`config.mk`:
```
export PLATFORM = sky130hd
export DESIGN_NAME = noc_packet_tx
export DESIGN_NICKNAME = d
export VERILOG_FILES = /design/src/rtl/noc_packet_tx_pkg.sv /design/src/rtl/noc_tx_flit_reg.sv /design/src/rtl/noc_packet_tx.sv
export SDC_FILE = /design/constraint.sdc
export NUM_CORES = 1
export LEC_CHECK = 0
export ABC_AREA = 1
export CAP_MARGIN = 15
export CORE_MARGIN = 5
export CORE_UTILIZATION = 50
export CTS_CLUSTER_SIZE = 28
export DETAILED_ROUTE_END_ITERATION = 10
export GPL_ROUTABILITY_DRIVEN = 0
export MAX_ROUTING_LAYER = met4
export PLACE_DENSITY_LB_ADDON = 0.3
export SLEW_MARGIN = 5
export SYNTH_ARGS = -nofsm -noshare
export SYNTH_HDL_FRONTEND = slang
export SYNTH_SLANG_ARGS = --single-unit
```
`constraint.sdc`:
```
create_clock -name noc_clk -period 4.51 [get_ports noc_clk]
set_clock_uncertainty 0.2 [all_clocks]
set_input_delay 0.902 -clock noc_clk [delete_from_list [all_inputs] [get_ports noc_clk]]
set_output_delay 0.902 -clock noc_clk [all_outputs]
set_load 0.03 [all_outputs]
```
`src/rtl/noc_packet_tx_pkg.sv`:
```
// noc_packet_tx_pkg: shared types and widths for the NoC packet injector and its output register.
package noc_packet_tx_pkg;
  localparam int NOC_DATA_WIDTH = 32;
  localparam int SEQ_W = 8;
  typedef enum logic [1:0] {IDLE, WAIT_VC, BODY} tx_state_t;
endpackage

```
`src/rtl/noc_tx_flit_reg.sv`:
```
// noc_tx_flit_reg: one-entry output register for {flit, is_header, is_tail} with valid/ready hold.
module noc_tx_flit_reg
  import noc_packet_tx_pkg::*;
#(
  parameter int FLIT_W = NOC_DATA_WIDTH
) (
  input  logic              noc_clk,
  input  logic              rst_n,
  input  logic              load,
  input  logic [FLIT_W-1:0] d_flit,
  input  logic              d_header,
  input  logic              d_tail,
  input  logic              ready,
  output logic              valid,
  output logic [FLIT_W-1:0] flit,
  output logic              is_header,
  output logic              is_tail,
  output logic              can_load
);
  assign can_load = !valid || ready;
  always_ff @(posedge noc_clk or negedge rst_n) begin
    if (!rst_n) begin
      valid     <= 1'b0;
      flit      <= '0;
      is_header <= 1'b0;
      is_tail   <= 1'b0;
    end else if (load) begin
      valid     <= 1'b1;
      flit      <= d_flit;
      is_header <= d_header;
      is_tail   <= d_tail;
    end else if (ready) begin
      valid <= 1'b0;
    end
  end
endmodule

```
`src/rtl/noc_packet_tx.sv`:
```
// noc_packet_tx: local-side packet injector emitting header/body/tail flits toward the NoC.
// Optional NOC_TX_SEQNUM_EN: stamps an 8-bit packet sequence number into header bits [7:0].
module noc_packet_tx
  import noc_packet_tx_pkg::*;
#(
  parameter int                   FLIT_W  = NOC_DATA_WIDTH,
  parameter int                   COORD_W = 4,
  parameter int                   LEN_W   = 8,
  parameter logic [COORD_W-1:0]   MY_X    = '0,
  parameter logic [COORD_W-1:0]   MY_Y    = '0
) (
  input  logic               noc_clk,
  input  logic               rst_n,
  input  logic               req_valid,
  output logic               req_ready,
  input  logic [COORD_W-1:0] req_dst_x,
  input  logic [COORD_W-1:0] req_dst_y,
  input  logic [LEN_W-1:0]   req_len,
  input  logic               pl_valid,
  output logic               pl_ready,
  input  logic [FLIT_W-1:0]  pl_data,
  output logic               Noc_sender_valid,
  input  logic               Noc_sender_ready,
  output logic [FLIT_W-1:0]  Noc_sender_flit,
  input  logic               Noc_sender_VCready,
  output logic               Noc_sender_is_header,
  output logic               Noc_sender_is_tail,
  output logic               busy
);
  localparam int HDR_DX_LSB  = FLIT_W - COORD_W;
  localparam int HDR_DY_LSB  = HDR_DX_LSB - COORD_W;
  localparam int HDR_SX_LSB  = HDR_DY_LSB - COORD_W;
  localparam int HDR_SY_LSB  = HDR_SX_LSB - COORD_W;
  localparam int HDR_LEN_LSB = HDR_SY_LSB - LEN_W;
  tx_state_t          state, next;
  logic [COORD_W-1:0] dst_x, dst_y;
  logic [LEN_W-1:0]   len_q, remaining;
  logic [FLIT_W-1:0]  hdr, d_flit;
  logic [SEQ_W-1:0]   seq_hdr;
  logic               load, d_header, d_tail, can_load;
`ifdef NOC_TX_SEQNUM_EN
  logic [SEQ_W-1:0] seq;
  logic             tail_fire;
  assign tail_fire = Noc_sender_valid && Noc_sender_ready && Noc_sender_is_tail;
  always_ff @(posedge noc_clk or negedge rst_n) begin
    if (!rst_n) seq <= '0;
    else if (tail_fire) seq <= seq + 1'b1;
  end
  // a tail leaving on the same edge the next header loads must already count
  assign seq_hdr = seq + SEQ_W'(tail_fire);
`else
  assign seq_hdr = '0;
`endif
  always_comb begin
    hdr = '0;
    hdr[HDR_DX_LSB +: COORD_W]  = dst_x;
    hdr[HDR_DY_LSB +: COORD_W]  = dst_y;
    hdr[HDR_SX_LSB +: COORD_W]  = MY_X;
    hdr[HDR_SY_LSB +: COORD_W]  = MY_Y;
    hdr[HDR_LEN_LSB +: LEN_W]   = len_q;
    hdr[SEQ_W-1:0]              = seq_hdr;
  end
  always_comb begin
    next     = state;
    load     = 1'b0;
    d_flit   = hdr;
    d_header = 1'b0;
    d_tail   = 1'b0;
    pl_ready = 1'b0;
    case (state)
      IDLE: next = (req_valid && req_ready) ? WAIT_VC : IDLE;
      WAIT_VC: if (Noc_sender_VCready && can_load) begin
        load     = 1'b1;
        d_header = 1'b1;
        d_tail   = len_q == '0;
        next     = len_q == '0 ? IDLE : BODY;
      end
      BODY: begin
        pl_ready = can_load;
        if (pl_valid && can_load) begin
          load   = 1'b1;
          d_flit = pl_data;
          d_tail = remaining == LEN_W'(1);
          next   = remaining == LEN_W'(1) ? IDLE : BODY;
        end
      end
      default: next = IDLE;
    endcase
  end
  always_ff @(posedge noc_clk or negedge rst_n) begin
    if (!rst_n) begin
      state     <= IDLE;
      req_ready <= 1'b0;
      dst_x     <= '0;
      dst_y     <= '0;
      len_q     <= '0;
      remaining <= '0;
    end else begin
      state     <= next;
      req_ready <= next == IDLE;
      if (state == IDLE && req_valid && req_ready) begin
        dst_x <= req_dst_x;
        dst_y <= req_dst_y;
        len_q <= req_len;
      end
      if (state == WAIT_VC && load) remaining <= len_q;
      if (state == BODY && load) remaining <= remaining - 1'b1;
    end
  end
  noc_tx_flit_reg #(.FLIT_W(FLIT_W)) u_flit_reg (
    .noc_clk   (noc_clk),
    .rst_n     (rst_n),
    .load      (load),
    .d_flit    (d_flit),
    .d_header  (d_header),
    .d_tail    (d_tail),
    .ready     (Noc_sender_ready),
    .valid     (Noc_sender_valid),
    .flit      (Noc_sender_flit),
    .is_header (Noc_sender_is_header),
    .is_tail   (Noc_sender_is_tail),
    .can_load  (can_load)
  );
  assign busy = state != IDLE || Noc_sender_valid;
endmodule

```
Word level (Yosys, flattened, before mapping). Index checks and enable logic that the tools add are counted.

Flip-flop bits (word level): 62. Latch bits: 0. Memory bits (writable): 0. ROM bits: 0. Input port bits: 54. Output and inout port bits: 38. Word-level logic and storage cells: 50. Memories kept: 0.

Add/sub/neg operators: 1. $mul: 0. Divide/modulo/power cells: 0. Order comparisons: 0. Equality and inequality tests: 3. Shift-type cells: 0. Muxes and demuxes: 20. Bitwise operators: 0. Reduce and logical (&&, ||, !) cells: 16.

Operators by type and width (count): 32-bit two-way mux (2); 8-bit two-way mux (2); 1-bit two-way mux (9); 8-bit by 1-bit equality test with 1-bit output, second input constant (1); 8-bit zero test (1); 2-bit two-way mux (4); 8-bit by 1-bit subtractor with 8-bit output, second input constant (1); 1-bit logical AND (7); 2-bit one-hot mux with 3 select lines (1); 2-bit nonzero test (3); 2-bit zero test (2); 1-bit one-hot mux with 2 select lines (2); 2-bit by 1-bit equality test with 1-bit output, second input constant (1); 2-bit equality test, second input constant (1); 1-bit logical OR (2); 1-bit zero test (1).

Longest topological paths before layout.
Depth after elaboration: 8. Gate-level depth with buffers: 10. Mapped depth without buffers: 10.

Cells and area by module. From an unflattened synthesis, not the netlist that was laid out.

Cell total of the unflattened synthesis: 406. Area total of the unflattened synthesis: 3209.3 um^2.

Modules (own cells, without submodules): noc_packet_tx (times used 1, cells each 258, area each 1830.5 um^2, seq. area each 675.6 um^2); noc_tx_flit_reg (times used 1, cells each 148, area each 1378.8 um^2, seq. area each 875.8 um^2).

Least setup slack after synthesis. OpenSTA, ideal clock, no wires.

Kind: input-to-output. From: input port Noc_sender_ready. To: output port pl_ready. Arrival time: 1360 ps. Data required time: 3408 ps. Setup slack: 2048 ps. Stages: 3. Path buffers: 1. Cell sequence: inv_1 -> a21oi_2 -> buf_2.

Word-level cells in the longest chain between the ends: 2.

RTL lines: start: declaration (RTL line noc_packet_tx.sv:23) `input logic Noc_sender_ready,`; 1-bit logical OR (RTL line noc_tx_flit_reg.sv:20) `assign can_load = !valid || ready;`; 1-bit two-way mux (RTL line noc_packet_tx.sv:70) `case (state)`; end: declaration (RTL line noc_packet_tx.sv:20) `output logic pl_ready,`.

Every way passes these cells.

Worst setup path in the final report. Same ends and word-level chain as after synthesis.

==> impl_metrics.ini <==
[synth]
syn_nets = 400
yosys_register_bits = 62
synth_edf_count = 0
synth_area_leaders = dfrtp_1 53%, nand2_1 9.9%, inv_1 5.1%
syn_area_per_cell_sq_um = 8.68
synth_top_cell_by_area = dfrtp_1
yosysSeqAreaShare_pct = 52.5
synth_ff_type = dfrtp_1
async_reset_ff_share_pct = 100
syn_area_sq_um = 2950
ys_types = 30
synth_top_area_share_pct = 52.5
synth_cells = 340
synth_warnings = 0

[cts]
hold_buffers = 0
clock-sinks = 62
cts_buffers = 9
clkTransAtPathRegs_ps = 60
cts_root_buffer = clkbuf_8
cts_tree = built
htreeDepth = 3
clock_latency_ps = 330
cts-resized-gates = 0
clock_path_buffers = 2
cts_setup_buffers = 0

[die]
fp.dieW_um = 86.9
start_util_pct = 50.8
fp.dieH_um = 86.9
coreArea_sq_um = 5820
dieArea_sq_um = 7540
placementRows = 28
io_pins = 92

[placed_design]
port_buffers = 91
place_area_sq_um = 3870
post-place-ws_ps = 989
dp.cells = 495
dp_hpwl_um = 5050

[routing]
vias = 2512
post_drt_wl_per_cell_um = 13.8
drtIter0Drc = 154
finalWirelength_um = 7020
postRouteAntennaNets = 0
drc = 0
routed_via_density = 4.94
firstDrtPassIters = 5

[timing]
max_freq_mhz = 284
hold_viol = 0
fin_ws_ps = 993
setup-violations-final = 0
rsz0062_at_grt = no
relSlewSlack_pct = 32.4
slew_viol_final = 0
setup_tns_ps = 0
worst_pin_slew_ps = 1010
final.min_clock_period_ps = 3520
period_share_pct = 78.0
whs_ps = 277

[cells_and_area]
utilization_pct = 69.3
instances_no_fill = 509
drive_above_1_share_pct = 7.83
finish.instance_area_sq_um = 4030
antennaDiodeCount = 0
area_delta_synth_final_pct = 36.5
nets = 491

[global_routing]
gr-total-overflow = 0
grt.total_usage_pct = 20.5
grt_pass1_wl_um = 11700
antenna_found_initial = 0
grt_start_max_net_pins = 36
grt_pass1_vias = 2515

[power_and_ir_drop]
max-vdd-ir-drop_mv = 0.403
power_mw = 2.77
p_leak_nw = 1.90
power_per_cell_area_nw_per_um2 = 688

[critical_path]
start_kind = input pin
cp.required_ps = 3410
critPathMaxFanout = 12
crit_type = in2out
end_kind = primary output
cp.arrival_ps = 2420

[worst_hold_path]
hold_class = reg2reg

[run]
drv_cap = 0

[run_status]
status = finished, final reports clean
[routing by layer]
metal | track usage [%] | vias to the layer above | routed length (um)
met5 | - | - | 0
li1 | - | 1276 | -
met1 | 26.1 | 1148 | 3010
met2 | 32.0 | 77 | 3440
met3 | 4.73 | 11 | 433
met4 | 7.65 | 0 | 128
[placed cells by master, fill, tap and decap left out, drive strengths merged]
cell type / n
clkinv: 2
a21boi: 1
a22oi: 1
o21ai: 37
dfrtp: 62
nand4: 3
xor2: 2
clkbuf: 12
nand2: 80
nor2: 33
mux2: 10
inv: 43
nand3: 23
a21oi: 11
clkdlybuf4s50: 90
nor3: 1
buf: 4
o22ai: 1
nor3b: 1
o211ai: 1
a31oi: 10
ha: 6
[path summary, 6_finish.rpt]
path	start	endpoint	slack (ps)	cells past startpoint
max	Noc_sender_ready	pl_ready	990	5
min	u_flit_reg.is_header$_DFFE_PN0N_	u_flit_reg.is_header$_DFFE_PN0N_	280	2
max reg2reg	state[0]$_DFF_PN0_	u_flit_reg.flit[8]$_DFFE_PN0N_	2090	8
min reg2reg	u_flit_reg.is_header$_DFFE_PN0N_	u_flit_reg.is_header$_DFFE_PN0N_	280	2
max in group asynchronous	rst_n	dst_y[1]$_DFFE_PN0P_	2850	2
min in group asynchronous	rst_n	u_flit_reg.flit[16]$_DFFE_PN0N_	380	1
[synthesized netlist by cell type, types with 2 or more instances]
cell      count
a21oi_1       9
a31oi_1      10
buf_2         5
buf_6         5
clkbuf_1      3
dfrtp_1      62
ha_1          6
inv_1        40
inv_2         2
mux2_2       10
nand2_1      78
nand3_1      22
nand4_1       3
nor2_1       33
o21ai_0      11
o21ai_1      26
xor2_1        2
[critical path, cell delays in order]
cell and delay [ps]:
clkdlybuf4s50_1 450, inv_1 60, a21oi_2 110, buf_4 190, clkdlybuf4s50_1 700
[kinds of logic after synthesis]
family | share of synthesized area (%)
AO/OA/AOI/OAI | 11.7
XOR/XNOR | 0.593
adder cells (fa/ha/maj) | 2.54
buffers and inverters | 8.94
flip-flops | 52.5
multiplexers | 3.81
AND/OR/NAND/NOR | 19.8
[area by class of cell]
| cell class | count | area [sq um] |
|---|---|---|
| Clock buffer | 12 | 145 |
| Clock inverter | 2 | 10.0 |
| Fill cell | 469 | 1790 |
| Inverter | 43 | 164 |
| Multi-Input combinational cell | 221 | 1140 |
| Sequential cell | 62 | 1550 |
| Tap cell | 75 | 93.8 |
| Timing Repair Buffer | 94 | 928 |
[power by group]
part / leakage (nW) / internal, mW / switching [mW]
combinational: 1.07 / 0.574 / 0.807
sequential: 0.748 / 0.823 / 0.163
clock: 0.0821 / 0.207 / 0.198
[flip-flops by register name, summed over array words and instances (netlist names)]
signal and flops:
dst_y 4, u_flit_reg.valid 1, state 2, remaining 8
u_flit_reg.is_tail 1, len_q 8, req_ready 1, u_flit_reg.is_header 1
dst_x 4, u_flit_reg.flit 32
(Power assumes the default switching activity.)
